**config.mk**
```make
export PLATFORM = sky130hd
export DESIGN_NAME = mem_port_arbiter
export DESIGN_NICKNAME = d
export VERILOG_FILES = /design/src/rtl/mem_arb_pkg.sv /design/src/rtl/mem_lane_align.sv /design/src/rtl/mem_port_arbiter.sv
export SDC_FILE = /design/constraint.sdc
export NUM_CORES = 1
export LEC_CHECK = 0
export BUFFER_PORTS_ARGS = -buffer_cell sky130_fd_sc_hd__buf_2
export CAP_MARGIN = 20
export CORE_MARGIN = 5
export CORE_UTILIZATION = 49
export DETAILED_ROUTE_END_ITERATION = 8
export PLACE_DENSITY = 0.89
export SETUP_SLACK_MARGIN = 0.2
export SYNTH_ARGS = -nofsm -noshare
export SYNTH_HDL_FRONTEND = slang
export SYNTH_SLANG_ARGS = --single-unit
```
**constraint.sdc**
```tcl
create_clock -name cpu_clk -period 4.1 [get_ports cpu_clk]
set_input_delay 0.41 -clock cpu_clk [delete_from_list [all_inputs] [get_ports cpu_clk]]
set_output_delay 0.41 -clock cpu_clk [all_outputs]
set_load 0.05 [all_outputs]
```
**src/rtl/mem_arb_pkg.sv**
```systemverilog
// Shared types and constants for the memory port arbiter: FSM states, access sizes,
// and the alignment rule applied when MEM_ARB_MISALIGN_TRAP_EN is defined.
package mem_arb_pkg;

  typedef enum logic [2:0] {
    IDLE,
    I_RSP,
    D_RSP,
    RMW_WR,
    D_DONE
  } arb_state_e;

  localparam logic [1:0] SZ_BYTE = 2'b00;
  localparam logic [1:0] SZ_HALF = 2'b01;
  localparam logic [1:0] SZ_WORD = 2'b10;

  localparam int TYPE_UNSIGNED_BIT = 2;

  // Size 2'b11 has no meaning, so it is reported as illegal alongside misalignment.
  function automatic logic isIllegalAccess(input logic [1:0] size, input logic [1:0] addrLow);
    case (size)
      SZ_BYTE: isIllegalAccess = 1'b0;
      SZ_HALF: isIllegalAccess = addrLow[0];
      SZ_WORD: isIllegalAccess = (addrLow != 2'b00);
      default: isIllegalAccess = 1'b1;
    endcase
  endfunction

endpackage

```
**src/rtl/mem_lane_align.sv**
```systemverilog
// Combinational byte-lane steering: load extract with sign/zero extension, and the
// sub-word merge used by the read-modify-write store path.
module mem_lane_align
  import mem_arb_pkg::*;
(
  input  logic [31:0] ramData_i,
  input  logic [1:0]  addrLow_i,
  input  logic [2:0]  loadType_i,
  input  logic [15:0] storeData_i,
  input  logic [1:0]  storeSize_i,
  output logic [31:0] loadData_o,
  output logic [31:0] mergeData_o
);

  logic [7:0]  byteVal;
  logic [15:0] halfVal;
  logic        signExt;

  assign byteVal = ramData_i[{addrLow_i, 3'b000} +: 8];
  assign halfVal = ramData_i[{addrLow_i[1], 4'b0000} +: 16];
  assign signExt = ~loadType_i[TYPE_UNSIGNED_BIT];

  // Size 2'b11 falls into the word case, matching the non-trapping behaviour.
  always_comb begin
    loadData_o = ramData_i;
    case (loadType_i[1:0])
      SZ_BYTE: loadData_o = {{24{signExt & byteVal[7]}}, byteVal};
      SZ_HALF: loadData_o = {{16{signExt & halfVal[15]}}, halfVal};
      default: loadData_o = ramData_i;
    endcase
  end

  always_comb begin
    mergeData_o = ramData_i;
    case (storeSize_i)
      SZ_BYTE: mergeData_o[{addrLow_i, 3'b000} +: 8] = storeData_i[7:0];
      SZ_HALF: mergeData_o[{addrLow_i[1], 4'b0000} +: 16] = storeData_i;
      default: mergeData_o = ramData_i;
    endcase
  end

endmodule

```
**src/rtl/mem_port_arbiter.sv**
```systemverilog
// Shares one single-port RAM between instruction fetch and load/store, doing sub-word
// stores as read-modify-write. Define MEM_ARB_MISALIGN_TRAP_EN to reject bad data accesses.
module mem_port_arbiter
  import mem_arb_pkg::*;
#(
  parameter int ADDR_W       = 12,
  parameter int STARVE_LIMIT = 4
) (
  input  logic              cpu_clk,
  input  logic              rst,
  input  logic              i_req,
  input  logic [31:0]       i_addr,
  output logic              i_ack,
  output logic [31:0]       i_rdata,
  input  logic              d_req,
  input  logic              d_we,
  input  logic [2:0]        d_type,
  input  logic [31:0]       d_addr,
  input  logic [31:0]       d_wdata,
  output logic              d_ack,
  output logic [31:0]       d_rdata,
  output logic              d_err,
  output logic [ADDR_W-1:0] ram_addr,
  output logic              ram_rden,
  output logic              ram_wren,
  output logic [31:0]       ram_wdata,
  input  logic [31:0]       ram_q
);

  localparam int CNT_W = (STARVE_LIMIT < 1) ? 1 : $clog2(STARVE_LIMIT + 1);
  localparam logic [CNT_W-1:0] CNT_LIMIT = CNT_W'(STARVE_LIMIT);

  arb_state_e        state_q, state_d;
  logic [CNT_W-1:0]  starveCnt_q, starveCnt_d;
  logic [ADDR_W+1:0] reqAddr_q, reqAddr_d;
  logic [2:0]        reqType_q, reqType_d;
  logic [15:0]       reqWdata_q, reqWdata_d;
  logic              trapErr_q, trapErr_d;

  logic              dataTrap;
  logic [31:0]       loadData;
  logic [31:0]       mergeData;
  logic              unusedAddrBits;

  assign unusedAddrBits = ^{i_addr[31:ADDR_W+2], i_addr[1:0], d_addr[31:ADDR_W+2]};

`ifdef MEM_ARB_MISALIGN_TRAP_EN
  assign dataTrap = isIllegalAccess(d_type[1:0], d_addr[1:0]);
`else
  assign dataTrap = 1'b0;
`endif

  mem_lane_align uAlign (
    .ramData_i   (ram_q),
    .addrLow_i   (reqAddr_q[1:0]),
    .loadType_i  (reqType_q),
    .storeData_i (reqWdata_q),
    .storeSize_i (reqType_q[1:0]),
    .loadData_o  (loadData),
    .mergeData_o (mergeData)
  );

  always_ff @(posedge cpu_clk) begin
    if (rst) begin
      state_q     <= IDLE;
      starveCnt_q <= '0;
      reqAddr_q   <= '0;
      reqType_q   <= '0;
      reqWdata_q  <= '0;
      trapErr_q   <= 1'b0;
    end else begin
      state_q     <= state_d;
      starveCnt_q <= starveCnt_d;
      reqAddr_q   <= reqAddr_d;
      reqType_q   <= reqType_d;
      reqWdata_q  <= reqWdata_d;
      trapErr_q   <= trapErr_d;
    end
  end

  always_comb begin
    state_d     = state_q;
    starveCnt_d = starveCnt_q;
    reqAddr_d   = reqAddr_q;
    reqType_d   = reqType_q;
    reqWdata_d  = reqWdata_q;
    trapErr_d   = trapErr_q;
    ram_addr    = reqAddr_q[ADDR_W+1:2];
    ram_rden    = 1'b0;
    ram_wren    = 1'b0;
    ram_wdata   = '0;
    i_ack       = 1'b0;
    i_rdata     = '0;
    d_ack       = 1'b0;
    d_rdata     = '0;
    d_err       = 1'b0;

    if (!i_req) starveCnt_d = '0;

    case (state_q)
      IDLE: begin
        if (i_req && (!d_req || starveCnt_q == CNT_LIMIT)) begin
          ram_rden    = 1'b1;
          ram_addr    = i_addr[ADDR_W+1:2];
          starveCnt_d = '0;
          state_d     = I_RSP;
        end else if (d_req) begin
          reqAddr_d  = d_addr[ADDR_W+1:0];
          reqType_d  = d_type;
          reqWdata_d = d_wdata[15:0];
          trapErr_d  = dataTrap;
          ram_addr   = d_addr[ADDR_W+1:2];
          if (i_req) starveCnt_d = starveCnt_q + 1'b1;
          // d_type[1] set means a full word: 2'b11 only gets here when not trapping
          if (dataTrap) begin
            state_d = D_DONE;
          end else if (!d_we) begin
            ram_rden = 1'b1;
            state_d  = D_RSP;
          end else if (d_type[1]) begin
            ram_wren  = 1'b1;
            ram_wdata = d_wdata;
            state_d   = D_DONE;
          end else begin
            ram_rden = 1'b1;
            state_d  = RMW_WR;
          end
        end
      end
      I_RSP: begin
        i_ack   = 1'b1;
        i_rdata = ram_q;
        state_d = IDLE;
      end
      D_RSP: begin
        d_ack   = 1'b1;
        d_rdata = loadData;
        state_d = IDLE;
      end
      RMW_WR: begin
        ram_wren  = 1'b1;
        ram_wdata = mergeData;
        state_d   = D_DONE;
      end
      D_DONE: begin
        d_ack   = 1'b1;
        d_err   = trapErr_q;
        state_d = IDLE;
      end
      default: state_d = IDLE;
    endcase

    // Reset suppresses everything visible, including an RMW write already scheduled.
    if (rst) begin
      ram_rden  = 1'b0;
      ram_wren  = 1'b0;
      ram_wdata = '0;
      i_ack     = 1'b0;
      i_rdata   = '0;
      d_ack     = 1'b0;
      d_rdata   = '0;
      d_err     = 1'b0;
    end
  end

endmodule

```
[Word level (Yosys, flattened, before mapping)]
Index checks and enable logic that the tools add are counted.
Word-level totals
  register bits after elaboration: 39
  bits of input ports: 136
  output and inout port bits: 113
  logic and storage cells: 75
Operators by class
  add/subtract/negate cells: 3
  equality and inequality tests: 7
  shift operators: 6
  mux-type cells: 43
  bitwise operators: 4
  reduce and logical (&&, ||, !) cells: 7
Operator list (count)
  $mux 32: 9
  $pmux 32 s2: 3
  $bwmux 32: 2
  $mux 12: 3
  $shift 16x7->32 const A: 1
  $shift 8x7->32 const A: 1
  $shiftx 16x7->32: 1
  $shiftx 32x6->16: 1
  $shiftx 32x6->8: 1
  $shiftx 8x7->32: 1
  $mux 3: 9
  $mux 1: 15
  $neg 5->7: 2
  $eq 3x2->1 const B: 2
  $eq 3x3->1 const B: 2
  $pmux 3 s2: 1
  $add 3x1->3 const B: 1
  $eq 3x1->1 const B: 1
  $logic_not 3->1: 1
  $ne 3x3->1 const B: 1
  $reduce_and 3->1: 1
  $and 1x1->1: 2
  $eq 2x1->1 const B: 1
  $logic_not 2->1: 1
  other kinds (6): 7

[Logic depth before layout (Yosys ltp)]
Gate-level depths: netlist of the first run.
  depth after elaboration: 6
  gate-level depth with buffers: 9

[Hierarchy]
A second synthesis of the first run with hierarchy kept.
Unflattened totals
  cells, all modules: 683
  area total of the unflattened synthesis: 4804.6 µm²
By module, submodules not included
  mem_port_arbiter: times used 1, cells each 447, area each 3061.7 µm², seq. area each 780.7 µm²
  mem_lane_align: times used 1, cells each 236, area each 1742.9 µm², seq. area each 0.0 µm²

[Least setup slack after synthesis of the first run]
Ideal clock, no wire load.
  path kind: register to output
  from: register reqAddr_q[1]
  to: output port ram_wdata[16]
  arrival time: 3.243 ns
  data required time: 3.690 ns
  slack: 0.447 ns
  stages on the path, launching flop included: 9
  buffers on the path: 2
  cells stage by stage: dfxtp_1 buf_2 buf_2 clkinv_1 ha_1 nor3b_1 a32o_1 a21oi_1 o32ai_1
Between the ends
  cells in the longest elaborated chain, start to end: 6
  elaborated cells between the ends (all ways): 11
Ends and longest elaborated chain
  start, declared: line mem_port_arbiter.sv:35  | logic [ADDR_W+1:0] reqAddr_q, reqAddr_d;
  start signal, assigned: line mem_port_arbiter.sv:74  | reqAddr_q <= reqAddr_d;
  $neg 5->7, on equally long branches: line mem_lane_align.sv:37, mem_lane_align.sv:36
  $shiftx 16x7->32 (tied with other cells): line mem_lane_align.sv:37  | SZ_HALF: mergeData_o[{addrLow_i[1], 4'b0000} +: 16] = storeData_i;
  $bwmux 32, on equally long branches: line mem_lane_align.sv:37, mem_lane_align.sv:36
  $pmux 32 s2 (*): line mem_lane_align.sv:35  | case (storeSize_i)
  $pmux 32 s2 (*): line mem_port_arbiter.sv:100  | case (state_q)
  $mux 32 (*): line mem_port_arbiter.sv:154  | if (rst) begin
  end, declared: line mem_port_arbiter.sv:26  | output logic [31:0] ram_wdata,
Every way passes the cells marked *; elsewhere a longest branch is shown, timed or not.

[Final worst setup path of the first run]
  from: register reqAddr_q[0]
  to: output port ram_wdata[7]
Between the ends
  cells in the longest elaborated chain, start to end: 6
  elaborated cells between the ends (all ways): 7
Ends and longest elaborated chain
  $neg 5->7 (*): line mem_lane_align.sv:36  | SZ_BYTE: mergeData_o[{addrLow_i, 3'b000} +: 8] = storeData_i[7:0];
  $shiftx 8x7->32 or $shift 8x7->32 (tied branches): line mem_lane_align.sv:36
  $bwmux 32 (*): line mem_lane_align.sv:36
  $pmux 32 s2 (*): line mem_lane_align.sv:35
  $pmux 32 s2 (*): line mem_port_arbiter.sv:100
  $mux 32 (*): line mem_port_arbiter.sv:154
Marks and branches as above.

==> results of run 1 <==
==> cell type report <==
type                    count  share of cell area (%)
clock inverters             2                   0.706
inverters                  23                    1.62
repair buffers            221                    21.5
flip-flops and latches     39                    14.7
clock buffers               5                    1.29
multi-input cells         488                    57.8
well taps                 105                    2.47
==> kinds of logic (layout without fill, tap and decap cells) <==
family                     count (synthesis)  after routing  share of synthesized area [%]
adders and majority gates                  7              7                           2.08
muxes                                     18             18                           4.84
buffers and inverters                     83            251                           8.82
DFF                                       39             39                           18.5
AOI/OAI and AO/OA                        222            222                           37.0
and+or+nand+nor                          237            237                           28.0
xor gates and xnor gates                   3              3                          0.624
other                                      1              1                         0.0890
==> flip-flops by register name (all words and copies together), names as in the netlist <==
signal and flops:
reqAddr_q 14, starveCnt_q 3, reqWdata_q 16, reqType_q 3, state_q 3
==> where the power goes <==
| group | leakage [µW] | internal [µW] | switching (µW) |
|---|---|---|---|
| combinational | 0.00216 | 200 | 423 |
| sequential | 0.000319 | 402 | 33.0 |
| clock | 0.0000502 | 178 | 139 |
==> worst max-delay path, cell delays in order, from the launching register on <==
cell	delay [ps]
dfxtp_1	550
inv_1	320
ha_1	420
nor3_1	730
a221o_1	280
a32o_1	210
buf_2	280
==> how the worst max path moves through the flow <==
stage	to	slack (ps)	depth (start not counted)	start
floorplan	ram_wdata[16]	450	8	reqAddr_q[1]
global placement	ram_wdata[7]	1050	6	reqAddr_q[0]
detailed placement	ram_wdata[7]	1000	6	reqAddr_q[0]
CTS	ram_wdata[7]	650	6	reqAddr_q[0]
global route	ram_wdata[7]	390	6	reqAddr_q[0]
finish	ram_wdata[7]	610	6	reqAddr_q[0]
==> per-stage QoR <==
stage | total power (µW) | cells
after global placement | 1040 | 875
after detailed placement | 1050 | 875
after floorplan | 881 | 610
after CTS | 1370 | 882
after global routing | 1450 | 883
final | 1370 | 883
==> cells in the final DEF, fill, tap and decap left out, types with 15 or more instances in the layout <==
master    instances
buf_2           209
nand2_1         112
a21oi_1          83
dfxtp_1          39
o21ai_0          31
a221o_1          28
and2_1           25
inv_1            21
nor2_1           18
a21o_1           17
a221oi_1         15
==> layer usage <==
metal / global-route usage [%] / part of all wire [%] / vias to the layer above
met5: 0 / 0 / -
met4: 9.16 / 2.1 / 0
met3: 5.35 / 13 / 29
met2: 51.6 / 48 / 363
met1: 38.7 / 37 / 2545
li1: - / - / 2567
==> impl_results.md, run 1 <==
- Clk sinks: 39
- Reg-to-Reg Start: state_q[0]
- NumNets Final: 921
- Final Util: 64.1%
- FF-to-FF End: reqWdata_q[11]
- Worst Path Required: 3690 ps
- Final hold violation count: 0
- Most common cell in the synthesized netlist: nand2_1
- IO buf count: 209
- GRT overflow: 0
- Largest cells by area after synthesis: dfxtp_1, nand2_1, a21oi_1, a221o_1, and2_1
- Setup Buffers After CTS: 0
- WL per Instance: 19.0 µm
- Slew headroom: 33.2%
- Pin count of the biggest net entering global routing: 41
- Internal reg-to-reg setup slack: 1740 ps
- Layout cells sized above 1: 32.4%
- Chip Height: 103 µm
- Sequential share of the synthesized area: 18.5%
- Clock skew: 2.62 ps
- Combined area of the multi-input logic cells: 0.00307 mm²
- Syn. warnings: 0
- Hold WC Path Type: input port to flop
- GPL Wtd Cong: 0.950
- Post-place instance area: 0.00520 mm²
- Row count: 33
- Slew @ Worst Pin: 998 ps
- Via density: 6.23
- Fin crit share: 85.2%
- Iteration-0 DRC Markers: 647
- Post-Synthesis Cells: 610
- H-tree levels: 2
- Final setup margin: 607 ps
- Fmax: 0.286 GHz
- Initial core utilization: 50.8%
- Vias: 5,504
- Number of gates resized after CTS: 0
- CTS tree: yes
- N_diodes: 0
- DP HPWL: 12,700 µm
- Die X: 103 µm
- Worst reg2reg path depth: 5
- Fillers: 779
- Fin crit period: 3490 ps
- Number of global-route vias before repair: 5,096
- Worst EP arrival: 3080 ps
- Status: completed
- Ys async rst share: 0%
- CP Class: flop to primary output
- Yosys reg bits: 39
- Peak VDD IR: 0.000244 V
- Mapped Area: 0.00421 mm²
- RSZ-0062 raised after global routing: no
- Hold Crit Endpoint: reqType_q[2]
- Core ar.: 0.00830 mm²
- CTS Hold Bufs: 0
- FF/Latch Area: 781 µm²
- Worst Hold Depth: 3
- Initial DRT Pass Iterations: 6
- Initial antenna violation count: 0
- Pre-CTS WS: 998 ps
- Top-area cell type share of the netlist area: 18.5%
- WL final: 16,800 µm
- Ports: 249
- First-pass GRT wire length: 25,600 µm
- Clk buf depth: 2
- EDFF count, synth: 0
- Die ar.: 0.0106 mm²
- Final hold slack: 346 ps
- Final setup fails: 0
- Syn nets: 753
- Crit. End Element: primary output
- Area Growth Syn to Fin: 26.2%
- Power Dens Cells: 258 mW/mm²
- P_leak: 0.00253 µW
- Worst hold path startpoint: d_type[2]
- Final Cell Area: 0.00532 mm²
- Critical-path maximum fanout: 17
- Max_cap viols: 0
- Main synth FF type: dfxtp_1
- Setup TNS: 0 ps
- Final slew viol count: 0
- Num CTS Buffers: 5
- Root Driver: clkbuf_8
- Count of cell types in the netlist: 57
- Later-pin clock latency in the skew report: 290 ps
- Gr usage total: 30.2%
- DRC: 0
- Worst-path clk slew: 80 ps
- Syn avg cell area: 6.91 µm²
- Worst setup SP type: flop
- Yosys top cell by area: dfxtp_1
- DRT antenna net count: 0
- Top cells by count, synth: nand2_1, a21oi_1, dfxtp_1
No activity file was read; power rests on OpenSTA's default activity.
==> run 2, diff against run 1 <==
--- a/config.mk
+++ b/config.mk
@@ -6,11 +6,11 @@
 export NUM_CORES = 1
 export LEC_CHECK = 0
 export BUFFER_PORTS_ARGS = -buffer_cell sky130_fd_sc_hd__buf_2
-export CAP_MARGIN = 20
+export CAP_MARGIN = 5
 export CORE_MARGIN = 5
-export CORE_UTILIZATION = 49
+export CORE_UTILIZATION = 45
 export DETAILED_ROUTE_END_ITERATION = 8
-export PLACE_DENSITY = 0.89
+export PLACE_DENSITY = 0.82
 export SETUP_SLACK_MARGIN = 0.2
 export SYNTH_ARGS = -nofsm -noshare
 export SYNTH_HDL_FRONTEND = slang
==> constraint.sdc (replaced) <==
create_clock -name cpu_clk -period 4 [get_ports cpu_clk]
set_input_delay 0.4 -clock cpu_clk [delete_from_list [all_inputs] [get_ports cpu_clk]]
set_output_delay 0.4 -clock cpu_clk [all_outputs]
set_load 0.05 [all_outputs]
==> run 2 against run 1 <==
Core utilization is 6.6 points lower. Total power decreased by 2.3%. Setup slack lost 77 ps. Clock power decreased by 18%. Clock-buffer cell count unchanged. Design area down 0.68%. Via count rose by 0.53%. Non-clock buffer count down 2. Wire length is 1.2% higher. Combinational power up 1%. Global-route usage shrank 2.4 points. First-iteration DRC count fell by 17%. Critical path type unchanged. Largest power group unchanged.
==> impl_results.md, run 2 (synthesis gave the netlist of run 1 again) <==
- Fin crit period: 3470 ps
- Vias: 5,533 (+0.53%)
- CTS tree: yes
- Root Driver: clkbuf_8
- Crit. End Element: primary output
- Worst-path clk slew: 80 ps (about the same)
- Initial DRT Pass Iterations: 5 (-1)
- Status: completed
- Final hold violation count: 0 (unchanged)
- DRC: 0 (unchanged)
- H-tree levels: 2 (unchanged)
- WL final: 17,000 µm (+1.2%)
- Critical-path maximum fanout: 17 (unchanged)
- Commonest non-fill, non-tap cell in the layout: buf_2
- Worst Path Required: 3600 ps (-90 ps)
- Clk buf depth: 2 (unchanged)
- Clk sinks: 39 (unchanged)
- Num CTS Buffers: 5 (unchanged)
- Core ar.: 0.00920 mm² (+11%)
- N_diodes: 0 (unchanged)
- GPL Wtd Cong: 0.914 (-3.7%)
- Gr usage total: 27.8% (-2.4 points)
- Final Util: 57.5% (-6.6 points)
- DRT antenna net count: 0 (unchanged)
- Peak VDD IR: 0.000221 V (-9.4%)
- Final hold slack: 348 ps (+1.72 ps)
- Commonest cells after routing, fill and taps aside: buf_2, nand2_1, a21oi_1
- NumNets Final: 919 (-0.22%)
- Max_cap viols: 0 (unchanged)
- Setup TNS: 0 ps (unchanged)
- Final slew viol count: 0 (unchanged)
- Non-Filler Instances: 888 (+0.57%)
- Chip Height: 107 µm (+3.9%)
- Row count: 35 (+6.1%)
- Initial antenna violation count: 1 (+1)
- GRT overflow: 0 (unchanged)
- Layout cells sized above 1: 32.3% (-0.087 points)
- Slew @ Worst Pin: 1060 ps (+63.9 ps)
- Slew headroom: 28.8% (-4.4 points)
- Hold WC Path Type: input port to flop
- Iteration-0 DRC Markers: 537 (-17%)
- Worst setup SP type: flop
- Fmax: 0.288 GHz
- CTS Hold Bufs: 0 (unchanged)
- Number of global-route vias before repair: 5,154 (+1.1%)
- Via density: 6.23 (about the same)
- Placed cell count: 880 (+0.57%)
- Die X: 107 µm (+3.9%)
- Die ar.: 0.0114 mm² (+8.0%)
- Fin crit share: 86.8%
- Pin count of the biggest net entering global routing: 41 (unchanged)
- Clock skew: 3.18 ps (+0.555 ps)
- RSZ-0062 raised after global routing: no
- First-pass GRT wire length: 26,000 µm (+1.5%)
- Setup Buffers After CTS: 0 (unchanged)
- Power Dens Cells: 254 mW/mm² (-1.7%)
- Ports: 249 (unchanged)
- Biggest registers after layout: reqWdata_q: 16 flops, reqAddr_q: 14 flops
- CP Class: flop to primary output
- WL per Instance: 19.1 µm (+0.68%)
- Fillers: 923 (+18%)
- Area Growth Syn to Fin: 25.4%
- Biggest register: reqWdata_q
- Later-pin clock latency in the skew report: 290 ps (about the same)
- Max reg flops: 16 (unchanged)
- Initial core utilization: 45.8% (-5.0 points)
- Worst EP arrival: 3070 ps (about the same)
- IO buf count: 209 (unchanged)
- DP HPWL: 12,900 µm (+1.9%)
- Final setup fails: 0 (unchanged)
- P_leak: 0.00251 µW (-0.58%)
- Number of gates resized after CTS: 0 (unchanged)
[run 2: critical path, stage by stage, from the launching register on]
cell     delay, ps
dfxtp_1        550
inv_1          320
ha_1           430
nor3_1         710
a221o_1        270
a32o_1         210
buf_2          280
[run 2: worst paths after layout]
path | end | cells after the start | slack, ps | start
max | ram_wdata[6] | 6 | 530 | reqAddr_q[0]
min | reqAddr_q[5] | 3 | 350 | d_addr[5]
max reg2reg | reqAddr_q[1] | 5 | 1620 | state_q[1]
min reg2reg | reqAddr_q[3] | 2 | 450 | reqAddr_q[3]
[run 2: report_power, final]
group	switching, µW	internal, µW
Clock	140	119
Combinational	429	202
Sequential	39.7	412
Total	608	734
[run 2: final cells by class]
type                    instances  area [µm²]  area share [%]
inverters                      23        86.3            1.63
multi-input cells             488        3070            58.2
flip-flops and latches         39         781            14.8
well taps                     111         139            2.63
clock buffers                   5        68.8            1.30
clock inverters                 3        15.0           0.284
repair buffers                219        1120            21.2
[run 2: through the flow]
step | power [µW] | worst slack (ps) | cell area (µm²)
after global routing | 1410 | 343 | 5280
after detailed placement | 1080 | 932 | 5200
after floorplan | 904 | 357 | 4210
after global placement | 1060 | 988 | 5200
after CTS | 1340 | 606 | 5280
final | 1340 | 530 | 5280
[run 2: per-layer routing]
| layer | wire (µm) | vias up | global-route usage, % |
|---|---|---|---|
| li1 | - | 2574 | - |
| met4 | 351 | 2 | 8.13 |
| met2 | 8090 | 346 | 47.1 |
| met3 | 1970 | 34 | 6.92 |
| met5 | 13 | - | 0 |
| met1 | 6550 | 2577 | 34.9 |
==> run 3, diff against run 2 <==
--- a/config.mk
+++ b/config.mk
@@ -7,7 +7,7 @@
 export LEC_CHECK = 0
 export BUFFER_PORTS_ARGS = -buffer_cell sky130_fd_sc_hd__buf_2
 export CAP_MARGIN = 5
-export CORE_MARGIN = 5
+export CORE_MARGIN = 4
 export CORE_UTILIZATION = 45
 export DETAILED_ROUTE_END_ITERATION = 8
 export PLACE_DENSITY = 0.82
==> run 3 against run 2 <==
Clock power barely moved. Clock skew rose by 3.4 ps. Sequential share of layout area barely moved. Fmax fell by 0.93%. Combinational power barely moved. Clock-buffer cell count rose by 2. Largest cell class unchanged. Via count fell by 1.5%. Highest routed layer is now met4. Total power fell by 0.39%. Register-to-register slack improved by 160 ps.
==> impl_results.md, run 3 (synthesis gave the netlist of run 1 again) <==
- Status: completed
- CTS Hold Bufs: 0 (unchanged)
- Peak VDD IR: 0.000258 V (+17%)
- Gr usage total: 28.9% (+1.1 points)
- GRT overflow: 0 (unchanged)
- Placed cell count: 880 (unchanged)
- Die ar.: 0.0110 mm² (-3.7%)
- Fin crit period: 3500 ps (+32.4 ps)
- Max_cap viols: 0 (unchanged)
- Fillers: 890 (-3.6%)
- P_leak: 0.00251 µW (-0.22%)
- IO buf count: 209 (unchanged)
- Final hold violation count: 0 (unchanged)
- Number of gates resized after CTS: 0 (unchanged)
- Crit. End Element: primary output
- GPL Wtd Cong: 0.930 (+1.8%)
- Hold WC Path Type: input port to flop
- WL final: 16,400 µm (-3.1%)
- DRT antenna net count: 0 (unchanged)
- Setup Buffers After CTS: 0 (unchanged)
- NumNets Final: 919 (unchanged)
- Number of global-route vias before repair: 5,189 (+0.68%)
- Setup TNS: 0 ps (unchanged)
- Via density: 6.14 (-1.5%)
- WL per Instance: 18.5 µm (-3.1%)
- Final setup fails: 0 (unchanged)
- Power Dens Cells: 253 mW/mm² (-0.34%)
- Worst setup SP type: flop
- Iteration-0 DRC Markers: 691 (+29%)
- Final slew viol count: 0 (unchanged)
- Clk buf depth: 2 (unchanged)
- First-pass GRT wire length: 26,400 µm (+1.8%)
- DRC: 0 (unchanged)
- Clock skew: 6.54 ps (+3.36 ps)
- Ports: 249 (unchanged)
- Worst-path clk slew: 80 ps (about the same)
- CP Class: flop to primary output
- CTS tree: yes
- Initial DRT Pass Iterations: 6 (+1)
- Chip Height: 105 µm (-1.9%)
- Slowest stage cell, crit path: nor3_1
- Max reg flops: 16 (unchanged)
- Initial core utilization: 45.8% (unchanged)
- Clk sinks: 39 (unchanged)
- N_diodes: 0 (unchanged)
- Initial antenna violation count: 0 (-1)
- Worst Path Required: 3600 ps (about the same)
- RSZ-0062 raised after global routing: no
- Commonest cells after routing, fill and taps aside: buf_2, nand2_1, a21oi_1
- FF/Latch Area: 781 µm² (unchanged)
- Biggest registers after layout: reqWdata_q: 16 flops, reqAddr_q: 14 flops
- Area Growth Syn to Fin: 25.3% (about the same)
- Biggest register: reqWdata_q
- Core ar.: 0.00920 mm² (unchanged)
- Row count: 35 (unchanged)
- Largest delay share family, worst path: simple AND/OR/NAND/NOR gates
- Slew headroom: 30.3% (+1.5 points)
- WP buf/inv: 2 (unchanged)
- Worst EP arrival: 3100 ps (+30 ps)
- Die X: 105 µm (-1.9%)
- DP HPWL: 12,500 µm (-3.2%)
- Slew @ Worst Pin: 1040 ps (-22.2 ps)
- Vias: 5,452 (-1.5%)
- Layout cells sized above 1: 32.0% (-0.26 points)
- Total power: 1340 µW (-0.39%)
- Later-pin clock latency in the skew report: 290 ps (about the same)
- Non-Filler Instances: 888 (unchanged)
- Slowest stage delay, CP: 740 ps (+30 ps)
- Fin crit share: 87.6% (+0.81 points)
- Combined area of the multi-input logic cells: 0.00307 mm² (unchanged)
- Fmax: 0.286 GHz (-0.93%)
- H-tree levels: 2 (unchanged)
- Pin count of the biggest net entering global routing: 41 (unchanged)
- Commonest non-fill, non-tap cell in the layout: buf_2
- CP Cell Sequence: inv_1, ha_1, nor3_1, a221o_1, a32o_1, buf_2
- Critical-path maximum fanout: 17 (unchanged)
- Root Driver: clkbuf_8
- Num CTS Buffers: 5 (unchanged)
run 3: path summary, 6_finish.rpt:
| check | start | end | slack, ps | cells after the start |
|---|---|---|---|---|
| hold reg to reg | reqAddr_q[3] | reqAddr_q[3] | 460 | 2 |
| setup / recovery | reqAddr_q[0] | ram_wdata[7] | 500 | 6 |
| setup reg to reg | state_q[2] | reqType_q[1] | 1780 | 5 |
| hold / removal | d_addr[1] | reqAddr_q[1] | 340 | 3 |
run 3: layout make-up:
cell class / count / area share [%]
clock buffer: 7 / 1.45
clock inverter: 1 / 0.0948
inverter: 23 / 1.63
multi-input combinational: 488 / 58.2
sequential: 39 / 14.8
tap: 111 / 2.63
timing repair buffer: 219 / 21.2
run 3: through the flow:
stage	setup slack [ps]	util [%]	instance area, µm²	hold slack, ps
after global routing	247	57.4	5280	329
after CTS	547	57.4	5280	336
after floorplan	357	-	4210	432
final	498	57.4	5280	342
after detailed placement	870	56.5	5200	443
after global placement	901	56.5	5200	437
run 3: per-layer routing:
metal	vias up	part of all wire, %	global-route usage [%]
li1	2572	-	-
met3	33	13	7.78
met5	-	0	0
met1	2489	39	37.0
met4	0	2.0	7.40
met2	358	46	48.0
run 3: where the power goes:
part	switching, µW	internal [µW]
sequential	35.3	413
combinational	430	203
clock	134	122
total	600	738
run 3: tightest hold or removal path, stage by stage:
cell,delay (ps)
buf_2,100
nand2_1,40
a21oi_1,50
